## config.mk

```make
export PLATFORM = sky130hd
export DESIGN_NAME = register_file_8x32
export DESIGN_NICKNAME = d
export VERILOG_FILES = /design/src/rtl/regfile_pkg.sv /design/src/rtl/register_file_8x32_reg32_en.sv /design/src/rtl/register_file_8x32.sv
export SDC_FILE = /design/constraint.sdc
export NUM_CORES = 1
export LEC_CHECK = 0
export ABC_AREA = 1
export CORE_ASPECT_RATIO = 2
export CORE_MARGIN = 1
export CORE_UTILIZATION = 40
export DETAILED_ROUTE_END_ITERATION = 16
export PLACE_DENSITY_LB_ADDON = 0.3
export SYNTH_ARGS = -nofsm -noshare
export SYNTH_HDL_FRONTEND = slang
export SYNTH_SLANG_ARGS = --single-unit
export TNS_END_PERCENT = 5
```

## constraint.sdc

```tcl
create_clock -name clk -period 1.8 [get_ports clk]
set_input_delay 0.54 -clock clk [delete_from_list [all_inputs] [get_ports clk]]
set_output_delay 0.54 -clock clk [all_outputs]
set_load 0.02 [all_outputs]
```

## src/rtl/regfile_pkg.sv

```systemverilog
// Shared constants and types for the 8x32 general-purpose register file.
package regfile_pkg;

   localparam int DATA_W   = 32;
   localparam int ADDR_W   = 3;
   localparam int NUM_REGS = 8;

   typedef logic [DATA_W-1:0] word_t;
   typedef logic [ADDR_W-1:0] addr_t;

endpackage : regfile_pkg

```

## src/rtl/register_file_8x32_reg32_en.sv

```systemverilog
// One 32-bit storage word: asynchronous clear, loads d on the rising edge when en is high.
module reg32_en
   import regfile_pkg::*;
(
   input  logic              clk,
   input  logic              reset_n,
   input  logic              en,
   input  logic [DATA_W-1:0] d,
   output logic [DATA_W-1:0] q
);

   // Hold the word, clear it immediately on reset, load it when selected.
   always_ff @(posedge clk or negedge reset_n) begin
      if (!reset_n) begin
         q <= '0;
      end else if (en) begin
         q <= d;
      end
   end

endmodule : reg32_en

```

## src/rtl/register_file_8x32.sv

```systemverilog
// Eight-entry, 32-bit register file between decode and the ALU.
// One synchronous write port, one combinational read port. Every entry,
// including entry 0, is ordinary storage, and a read of the entry being
// written returns the old value until the write edge.
module register_file_8x32
   import regfile_pkg::*;
(
   input  logic              clk,
   input  logic              reset_n,
   input  logic              we,
   input  logic [ADDR_W-1:0] wAddr,
   input  logic [DATA_W-1:0] wData,
   input  logic [ADDR_W-1:0] rAddr,
   output logic [DATA_W-1:0] rData
);

   logic [NUM_REGS-1:0] wr_sel;
   word_t               regs [NUM_REGS];

   // One-hot write select, all zero when the write port is idle.
   always_comb begin
      wr_sel = '0;
      if (we) begin
         wr_sel[wAddr] = 1'b1;
      end
   end

   for (genvar i = 0; i < NUM_REGS; i++) begin : g_entry
      reg32_en u_reg (
         .clk     (clk),
         .reset_n (reset_n),
         .en      (wr_sel[i]),
         .d       (wData),
         .q       (regs[i])
      );
   end

   // 8:1 read mux straight from storage; no forwarding from the write port.
   always_comb begin
      rData = regs[rAddr];
   end

endmodule : register_file_8x32

```

# --- Word level (Yosys, flattened, before mapping) ---
# Index checks and enable logic that the tools add are counted.
classes:
  n_lt_le_gt_ge: 3
  mux: 6
  bitwise: 1
  reduce_logical: 1
ops:
  columns: ["operator", "count"]
  rows:
  - ["$bmux W32 S3", 1]
  - ["$mux W32", 2]
  - ["$mux W8", 1]
  - ["$ge A4 B4 Y1 const B", 1]
  - ["$lt A3 B4 Y1 const B", 1]
  - ["$not A3 Y4", 1]
  - ["$demux W1 S3", 1]
  - ["$ge A3 B1 Y1 const B", 1]
  - ["$logic_and A1 B1 Y1", 1]
  - ["$mux W1", 1]
totals:
  ff_bits: 256
  in_bits: 41
  output_inout_bits: 32
  wordCells: 19

# --- Longest topological paths before layout ---
# Gate-level depths: netlist (run 1).
logic_depth:
  ltp_word: 5
  ltp_mapped: 8
  depth_no_buf: 6

# --- Modules after synthesis ---
# Synthesis (run 1) repeated with hierarchy kept, for this count alone.
unflattened:
  cells_unflattened: 1956
  area_unflattened_um2: 13888.3
by_module_without_submodules:
  columns: ["module", "instances", "cells_each", "area_per_inst_um2", "seq_area_each_um2"]
  rows:
  - ["reg32_en", 8, 136, 1292.5, 800.8]
  - ["register_file_8x32", 1, 868, 3548.4, 0.0]

# --- Worst setup path before layout (run 1) ---
# Ideal clock, no wire load.
synth_timing:
  kind: "input to output"
  startpoint: "input rAddr[1]"
  endpoint: "output rData[10]"
  arrival_time_ps: 1352
  required_time_ps: 1260
  path_slack_ps: -92
  path_stages: 6
  path_buffers: 2
  cell_sequence: "buf_2 -> buf_1 -> nand3_1 -> nand2_1 -> nand2_1 -> nand2_1"
synth_between:
  elab_chain_cells: 4
synth_lines:
  columns: ["element", "line", "source"]
  rows:
  - ["start: declaration", "register_file_8x32.sv:13", "input logic [ADDR_W-1:0] rAddr,"]
  - ["$not A3 Y4 (not written as such)", "register_file_8x32.sv:40", "rData = regs[rAddr];"]
  - ["$bmux W32 S3", "register_file_8x32.sv:40", null]
  - ["$mux W32 (not written as such) (2 in a row)", "register_file_8x32.sv:40", null]
  - ["end: declaration", "register_file_8x32.sv:14", "output logic [DATA_W-1:0] rData"]
# Every way passes these cells. The select of a mux whose other input is x is not followed.

# --- Worst setup path in the final report (run 1) ---
layout_timing:
  startpoint: "input rAddr[0]"
  endpoint: "output rData[18]"
# The elaborated chain is that of the path after synthesis.

==> results of run 1 <==
-- synthesized netlist by cell type, drive strengths merged --
master / count / area share, %
buf: 54 / 2.1
clkbuf: 42 / 1.3
dfrtp: 256 / 51
inv: 295 / 8.9
nand2: 679 / 21
nand3: 129 / 5.2
nor2: 4 / 0.14
nor3: 1 / 0.13
o21ai: 256 / 10
-- what timing repair did --
action / CTS / global route
hold endpoints to repair: 24 / 0
cloned: 9 / 3
resized for setup: 256 / 44
hold buffers: 1 / 0
setup endpoints to repair: 32 / 32
pin swaps: 19 / 12
buffers inserted: 9 / 0
-- how the worst max path moves through the flow --
stage	from	to	slack (ns)	depth (start not counted)
6_report	rAddr[0]	rData[18]	-0.23	9
3_3_place_gp	rAddr[2]	rData[28]	-0.86	6
5_1_grt	rAddr[0]	rData[20]	-0.28	8
4_1_cts	rAddr[0]	rData[13]	-0.20	9
2_1_floorplan	rAddr[1]	rData[10]	-0.005	6
3_5_place_dp	rAddr[2]	rData[25]	-0.89	6
-- logic make-up (layout without fill, tap and decap cells) --
group	after synthesis	in the layout
flip-flops	256	256
buffers and inverters	391	486
AND/OR/NAND/NOR	813	813
AO/OA/AOI/OAI	256	256
-- metal layers --
metal	global-route usage, %	wire [um]	up-vias
met4	8.129	947	0
met3	1.951	1366	49
met5	0	0	-
li1	-	-	5347
met1	27.18	14150	5151
met2	39.17	17650	234
-- final cells by class --
type | count | area [um^2]
Clock inverter | 7 | 60.06
Clock buffer | 34 | 729.5
Timing Repair inverter | 2 | 22.52
Multi-Input combinational cell | 1069 | 4735
Fill cell | 2931 | 15140
Tap cell | 372 | 465.4
Inverter | 295 | 1149
Sequential cell | 256 | 6406
Timing Repair Buffer | 148 | 2036
-- per-stage QoR --
stage / utilization [%] / instance area, um^2
after CTS: 50.07 / 15390
after global routing: 50.75 / 15600
after floorplan: - / 12500
after detailed placement: 45.45 / 13970
final: 50.75 / 15600
after global placement: 45.45 / 13970
-- critical path, delay by kind of cell --
kind,cells,cell delay (ns)
buf+inv,4,0.54
simple gates,5,0.38
-- power by group through the flow --
stage / Clock (mW) / Combinational (mW) / Sequential (mW)
global route: 5.44 / 4.03 / 7.49
global placement: 0 / 3.13 / 7.41
CTS: 5.22 / 3.46 / 7.36
detailed placement: 0 / 3.21 / 7.46
finish: 5.13 / 3.52 / 7.37
floorplan: 0 / 2.13 / 7.33
==> impl_metrics.ini, run 1 <==
[drt]
drc_errors = 0
vias = 10780
via_per_inst = 4.939
wirelength_mm = 34.12
drtIter0Drc = 743
drtAntennaViolNets = 0
first_pass_iters = 5
wl_per_cell_um = 15.63

[power]
power.internal_mw = 11.28
clkPwrFrac_pct = 32.0
peakVddDrop_v = 0.0008104
swShare_pct = 29.57
power.total_mw = 16.02
combPwrFrac_pct = 22.0
power_density_nw_per_um2 = 1027
seqPwrFrac_pct = 46.0
cellLeakagePower_nw = 8.295
p_sw_mw = 4.737

[yosys]
syn_avg_cell_area_um2 = 7.264
synth_top_family_by_area = simple AND/OR/NAND/NOR gates
synth-seq-cells = 256
ys_warn_count = 0
synth_mux_area_share_pct = 0
synth_cells = 1716
synth_cell_type_count = 17
synth.yosys.seq_area_share_pct = 51.39
syn_nets = 1757
yosys.area_share.xor_xnor_pct = 0
yosys.area_share.simple_pct = 26.04
synth_adder_area_share_pct = 0
synth_compound_area_share_pct = 10.28
synth_area_um2 = 12470

[worst_setup_path]
worstSetupStartpointType = input pin
cp_cell_sequence = buf_16 > clkinv_16 > buf_12 > nand2_1 > nand3_1 > nand2_1 > nand2_1 > nand2_1 > buf_6
crit_type = in2out
worst_ep_required_time_ns = 1.26
rr_endpoint = g_entry[2].u_reg.q[26]$_DFFE_PN0P_
end_kind = output port
worstReg2RegStart = g_entry[2].u_reg.q[26]$_DFFE_PN0P_
slowest_delay_ns = 0.16
r2r_slack_ns = 1.04
rr_worst_depth = 3
cpMostUsedCell = nand2_1
cp_slowest_cell = buf_16
worst-endpoint-arrival_ns = 1.49
cp_max_fo = 17

[sta]
relSlewSlack_pct = 74.41
final_max_slew_viol_count = 0
rsz0062_at_grt = yes
fmax_mhz = 492.2
fin_setup_tns_ns = -5.902
finalSetupViolations = 32
holdWs_ns = 0.4833
fin_crit_sh_pct = 112.9
final.min_clock_period_ns = 2.032
finalHoldViolCount = 0
fin_ws_ns = -0.2315
tightest_slew_ns = 0.3839
fin_worst_skew_ns = 0

[finish]
largest_reg_flops = 256
antenna_cells = 0
fin_nets = 1837
mostFrequentLayoutCell = nand2_1
fin_cells = 2183
final_cell_mix = nand2_1, inv_1, dfrtp_1
largest-register = g_entry.u_reg.q
area_delta_synth_final_pct = 25.16
drive_gt1_share_pct = 12.42
top_regs = g_entry.u_reg.q (256)

[clock_network]
cts_htree_levels = 1
cts_tree = built
clkTransAtPathRegs_ns = 0.07
numCtsBuffers = 24
cts_buffer_depth = 3
clock_latency_ns = 0.53
cts_sinks = 256
cts_root_buffer = clkbuf_16

[placed_design]
place_inst = 2120
finalWeightedCongestion = 0.7632
dp_hpwl_mm = 20.09
place_ws_ns = -0.8856
portBuffers = 72

[grt]
globalRouteTotalUtil_pct = 21.89
grt_pass1_vias = 10600
grt_pass1_wl_mm = 55.26
antenna_found_initial = 0
grt_max_degree = 65
overflow = 0

[die]
die-area_um2 = 31920
initial_core_util_pct = 40.55
io_pins = 73
num_rows = 91
die_h_um = 251.7
core_um2 = 30740
die_x_um = 126.8

[flow_run]
max_cap_viol_count = 0

[outcome]
status = finished with violations
violations = negative setup slack

[hold_path]
hp-class = in2async
(Power assumes the default switching activity.)
==> inputs of run 2 (changes only) <==
--- a/config.mk
+++ b/config.mk
@@ -6,6 +6,7 @@
 export NUM_CORES = 1
 export LEC_CHECK = 0
 export ABC_AREA = 1
+export CAP_MARGIN = 20
 export CORE_ASPECT_RATIO = 2
 export CORE_MARGIN = 1
 export CORE_UTILIZATION = 40
==> constraint.sdc (replaced) <==
create_clock -name clk -period 1.9 [get_ports clk]
set_input_delay 0.57 -clock clk [delete_from_list [all_inputs] [get_ports clk]]
set_output_delay 0.57 -clock clk [all_outputs]
set_load 0.02 [all_outputs]
==> run 2 against run 1 <==
  * The flow still finishes with violations (negative setup slack)
  * Sequential share of layout area is 0.079 points higher
  * Clock skew stayed put
  * Worst setup slack worse by 0.041 ns
  * Clock-buffer cell count stayed put
  * Via count is 0.64% higher
  * Worst hold slack better by 0.0018 ns
==> impl_metrics.ini, run 2 (synthesis results as in run 1) <==
[drt]
drc_errors = 0
wl_per_cell_um = 15.73
drtAntennaViolNets = 0
first_pass_iters = 7
drtIter0Drc = 654
vias = 10850
wirelength_mm = 34.58
via_per_inst = 4.934

[placed_design]
finalWeightedCongestion = 0.7765
place_inst = 2132
portBuffers = 72
dp_hpwl_mm = 21.51

[clock_network]
clock_latency_ns = 0.55
cts_buffer_depth = 3
cts_root_buffer = clkbuf_16
cts_htree_levels = 1
cts_tree = built
clkTransAtPathRegs_ns = 0.06
cts_sinks = 256
numCtsBuffers = 25

[sta]
holdWs_ns = 0.4852
finalSetupViolations = 32
fin_worst_skew_ns = 0
finalHoldViolCount = 0
fmax_mhz = 460.3
tightest_slew_ns = 0.3367
fin_crit_sh_pct = 114.4
final_max_slew_viol_count = 0
relSlewSlack_pct = 77.55
fin_ws_ns = -0.2727
final.min_clock_period_ns = 2.173
rsz0062_at_grt = yes

[grt]
grt_max_degree = 61
antenna_found_initial = 0
globalRouteTotalUtil_pct = 22.07
grt_pass1_wl_mm = 55.43
grt_pass1_vias = 10700
overflow = 0

[worst_setup_path]
crit_type = in2out
worst_ep_required_time_ns = 1.33
worstSetupStartpointType = input pin
worst-endpoint-arrival_ns = 1.60
crit_start = rAddr[0]
worstReg2RegStart = g_entry[3].u_reg.q[11]$_DFFE_PN0P_
cp_max_fo = 7
end_kind = output port

[finish]
fin_cells = 2199
largest_reg_flops = 256
final_core_util_pct = 50.66
drive_gt1_share_pct = 10.89
largest-register = g_entry.u_reg.q
antenna_cells = 0
mostFrequentLayoutCell = nand2_1
area_delta_synth_final_pct = 24.92
fin_nets = 1849
final_cell_mix = nand2_1, inv_1, dfrtp_1
top_regs = g_entry.u_reg.q (256)

[die]
die_h_um = 251.7
io_pins = 73
initial_core_util_pct = 40.55
num_rows = 91
die_x_um = 126.8
die-area_um2 = 31920
core_um2 = 30740

[power]
power_density_nw_per_um2 = 990.8
peakVddDrop_v = 0.0007385
power.total_mw = 15.43
cellLeakagePower_nw = 8.326

[outcome]
status = finished with violations
violations = negative setup slack

[hold_path]
hold_path_startpoint = g_entry[1].u_reg.q[20]$_DFFE_PN0P_
hp-class = reg2reg

[flow_run]
max_cap_viol_count = 0
==> run 2: changes by cell type in the layout (fill, tap and decap cells not counted), sizes merged <==
cell and change:
clkinv -4, clkbuf +7, dlygate4sd2 +1, clkinvlp +3, buf +2, bufinv +2, bufbuf +3, inv +2
==> run 2: stage by stage <==
stage | setup TNS, ns | instance area, um^2 | setup slack (ns)
finish | -6.514 | 15570 | -0.2727
global route | -8.600 | 15570 | -0.2930
CTS | -6.428 | 15200 | -0.2430
detailed placement | -51.94 | 14100 | -0.8703
global placement | -45.39 | 14100 | -0.8604
floorplan | 0 | 12490 | 0.01442
==> run 2: worst max-delay path: stages <==
cell and delay [ns]:
buf_12 0.13, clkbuf_16 0.20, buf_16 0.15, nand2_1 0.07, nand3_1 0.12, nand2_2 0.11, nand2_1 0.05, nand2_1 0.08
buf_6 0.11
==> run 2: what timing repair did <==
| action | 4_1_cts | 5_1_grt |
|---|---|---|
| resized for setup | 201 | 31 |
| hold buffers | 1 | 0 |
| buffers inserted | 2 | 3 |
| gates cloned | 6 | 9 |
| endpoints found under the setup margin | 32 | 32 |
| pin swaps | 3 | 9 |
| hold endpoints to repair | 27 | 0 |
==> run 2: routing by layer <==
metal / vias to the layer above / track usage, % / routed length, um
li1: 5395 / - / -
met5: - / 0 / 0
met4: 0 / 8.844 / 1271
met2: 222 / 40.31 / 17950
met1: 5159 / 26.44 / 14140
met3: 74 / 1.930 / 1219
==> run 2: cell type report <==
| type | count | area [um^2] |
|---|---|---|
| fillers | 2928 | 15170 |
| flip-flops and latches | 256 | 6406 |
| multi-input cells | 1069 | 4604 |
| repair buffers | 161 | 2120 |
| inverters | 295 | 1131 |
| clock buffers | 34 | 689.4 |
| well taps | 372 | 465.4 |
| clock inverters | 12 | 156.4 |
==> run 2: path summary, 6_finish.rpt <==
kind	end	slack [ns]	cells after the start
setup / recovery	rData[27]	-0.27	9
hold / removal	g_entry[1].u_reg.q[20]$_DFFE_PN0P_	0.49	2
setup reg to reg	g_entry[3].u_reg.q[11]$_DFFE_PN0P_	1.15	3
hold reg to reg	g_entry[1].u_reg.q[20]$_DFFE_PN0P_	0.49	2
max in group asynchronous	g_entry[3].u_reg.q[26]$_DFFE_PN0P_	0.75	3
min in group asynchronous	g_entry[3].u_reg.q[7]$_DFFE_PN0P_	0.50	2
==> run 2: where the power goes <==
group / switching (mW) / total, mW / internal (mW)
registers: 0.500 / 6.98 / 6.48
clock network: 2.23 / 5.21 / 2.98
logic: 1.88 / 3.24 / 1.36
==> inputs of run 3 (changes only) <==
--- a/config.mk
+++ b/config.mk
@@ -11,7 +11,6 @@
 export CORE_MARGIN = 1
 export CORE_UTILIZATION = 40
 export DETAILED_ROUTE_END_ITERATION = 16
-export PLACE_DENSITY_LB_ADDON = 0.3
 export SYNTH_ARGS = -nofsm -noshare
 export SYNTH_HDL_FRONTEND = slang
 export SYNTH_SLANG_ARGS = --single-unit
==> constraint.sdc (replaced) <==
create_clock -name clk -period 2 [get_ports clk]
set_input_delay 0.6 -clock clk [delete_from_list [all_inputs] [get_ports clk]]
set_output_delay 0.6 -clock clk [all_outputs]
set_load 0.02 [all_outputs]
==> run 3 against run 2 <==
  * The run ends with design-rule violations, negative setup slack left
  * Non-clock buffer count fell by 10
  * Cell count is 0.50% lower
  * Sequential share of layout area decreased by 0.81 points
  * Core utilization grew 1.0 points
  * Clock power fell by 8.6%
  * Sequential power fell by 5.0%
  * Register-to-register slack gained 0.18 ns
  * First-iteration DRC count up 8.6%
  * Worst setup slack gained 0.12 ns
  * Worst hold slack worse by 0.0029 ns
  * Clock skew stayed put
  * Critical endpoint is now rData[12]
  * Highest routed layer unchanged
==> impl_metrics.ini, run 3 (synthesis results as in run 1) <==
[clock_network]
clock_latency_ns = 0.53
clkTransAtPathRegs_ns = 0.06
cts_sinks = 256
cts_buffer_depth = 3
cts_htree_levels = 1
cts_root_buffer = clkbuf_16
cts_tree = built
numCtsBuffers = 24

[sta]
final_max_slew_viol_count = 0
tightest_slew_ns = 0.3502
relSlewSlack_pct = 76.65
final.min_clock_period_ns = 2.148
fin_crit_sh_pct = 107.4
fmax_mhz = 465.5
fin_worst_skew_ns = 0
finalHoldViolCount = 0
rsz0062_at_grt = yes
fin_setup_tns_ns = -3.394
fin_ws_ns = -0.1482
finalSetupViolations = 32
holdWs_ns = 0.4823

[power]
seqPwrFrac_pct = 45.4
p_sw_mw = 4.299
power_density_nw_per_um2 = 918.5
cellLeakagePower_nw = 8.414
peakVddDrop_v = 0.0006885
swShare_pct = 29.47
power.internal_mw = 10.29
clkPwrFrac_pct = 32.6
combPwrFrac_pct = 21.9

[finish]
drive_gt1_share_pct = 12.22
largest_reg_flops = 256
antenna_cells = 0
mostFrequentLayoutCell = nand2_1
top_regs = g_entry.u_reg.q (256)
area_delta_synth_final_pct = 27.42
fin_cells = 2188
fin_nets = 1840
final_cell_mix = nand2_1, inv_1, dfrtp_1
largest-register = g_entry.u_reg.q

[placed_design]
finalWeightedCongestion = 0.7463
place_inst = 2109
portBuffers = 72
dp_hpwl_mm = 20.11
place_ws_ns = -0.8421

[drt]
drc_errors = 2
first_pass_iters = 11
wl_per_cell_um = 16.14
drtIter0Drc = 710
drtAntennaViolNets = 0
vias = 10810
via_per_inst = 4.940
wirelength_mm = 35.32

[worst_setup_path]
worst-endpoint-arrival_ns = 1.55
worst_ep_required_time_ns = 1.40
worstSetupStartpointType = input pin
rr_worst_depth = 2
crit_type = in2out
cp_max_fo = 8
end_kind = output port

[die]
die_x_um = 126.8
io_pins = 73
initial_core_util_pct = 40.55
die-area_um2 = 31920
core_um2 = 30740
num_rows = 91
die_h_um = 251.7

[grt]
grt_max_degree = 65
use_met2_pct = 41.05
met3_usage_pct = 2.014
antenna_found_initial = 0
globalRouteTotalUtil_pct = 22.54
overflow = 0
use_met1_pct = 27.48
grt_pass1_wl_mm = 56.61
busiest_layer = met2
grt_pass1_vias = 10750

[hold_path]
hp-class = reg2reg
worstHoldPathCells = 2

[flow_run]
max_cap_viol_count = 0

[outcome]
status = finished with violations
violations = design-rule violations, negative setup slack
-- run 3: cell count changes in the layout (fill, tap and decap cells not counted), moves of 9 or more --
cell	previous run	this run
buf_16	7	16
buf_4	53	16
buf_6	21	35
nand2_1	653	641
nand2_2	25	38
nand3_1	124	106
nand3_2	5	23
-- run 3: critical path: stages --
cell	delay, ns
buf_12	0.11
inv_8	0.06
buf_12	0.11
buf_12	0.11
buf_16	0.15
nand3_2	0.07
nand2_1	0.06
nand2_1	0.06
nand2_2	0.09
buf_6	0.12
-- run 3: final cells by class --
cell class | instances | area (um^2)
Multi-Input combinational cell | 1069 | 4720
Timing Repair Buffer | 151 | 2303
Timing Repair inverter | 2 | 22.52
Inverter | 295 | 1146
Clock buffer | 34 | 719.4
Sequential cell | 256 | 6406
Tap cell | 372 | 465.4
Fill cell | 2920 | 14860
Clock inverter | 9 | 101.3
-- run 3: timing repair --
item                                   in CTS  in global routing
pin swaps                                  27                 18
gates cloned                               11                 12
resized for setup                         264                 31
hold buffers                                1                  0
endpoints found under the hold margin      26                  0
setup endpoints to repair                  32                 32
setup buffers                              13                  0
-- run 3: worst paths after layout --
| check | from | to | slack, ns |
|---|---|---|---|
| worst max-delay path | rAddr[1] | rData[12] | -0.15 |
| worst min-delay path | g_entry[0].u_reg.q[24]$_DFFE_PN0P_ | g_entry[0].u_reg.q[24]$_DFFE_PN0P_ | 0.48 |
| worst max register to register | g_entry[2].u_reg.q[12]$_DFFE_PN0P_ | g_entry[2].u_reg.q[12]$_DFFE_PN0P_ | 1.33 |
| worst min register to register | g_entry[0].u_reg.q[24]$_DFFE_PN0P_ | g_entry[0].u_reg.q[24]$_DFFE_PN0P_ | 0.48 |
| max in group asynchronous | reset_n | g_entry[7].u_reg.q[4]$_DFFE_PN0P_ | 0.80 |
| min in group asynchronous | reset_n | g_entry[0].u_reg.q[7]$_DFFE_PN0P_ | 0.56 |
-- run 3: through the flow --
step                      utilization (%)  power (mW)  instance area [um^2]
final                               51.67       14.59                 15880
after detailed placement            45.27       9.550                 13920
after global placement              45.27       9.445                 13920
after CTS                           50.49       14.60                 15520
after floorplan                         -       8.505                 12470
after global routing                51.67       15.48                 15880
-- run 3: power by group through the flow --
stage	clock, mW	sequential, mW	combinational (mW)
2_1_floorplan	0	6.60	1.91
3_3_place_gp	0	6.67	2.77
3_5_place_dp	0	6.71	2.84
4_1_cts	4.88	6.62	3.11
5_1_grt	5.06	6.75	3.67
6_report	4.76	6.63	3.20
-- run 3: routing by layer --
metal | vias up | part of all wire, %
li1 | 5378 | -
met1 | 5126 | 42
met2 | 249 | 52
met3 | 55 | 3.6
met4 | 0 | 3.1
met5 | - | 0
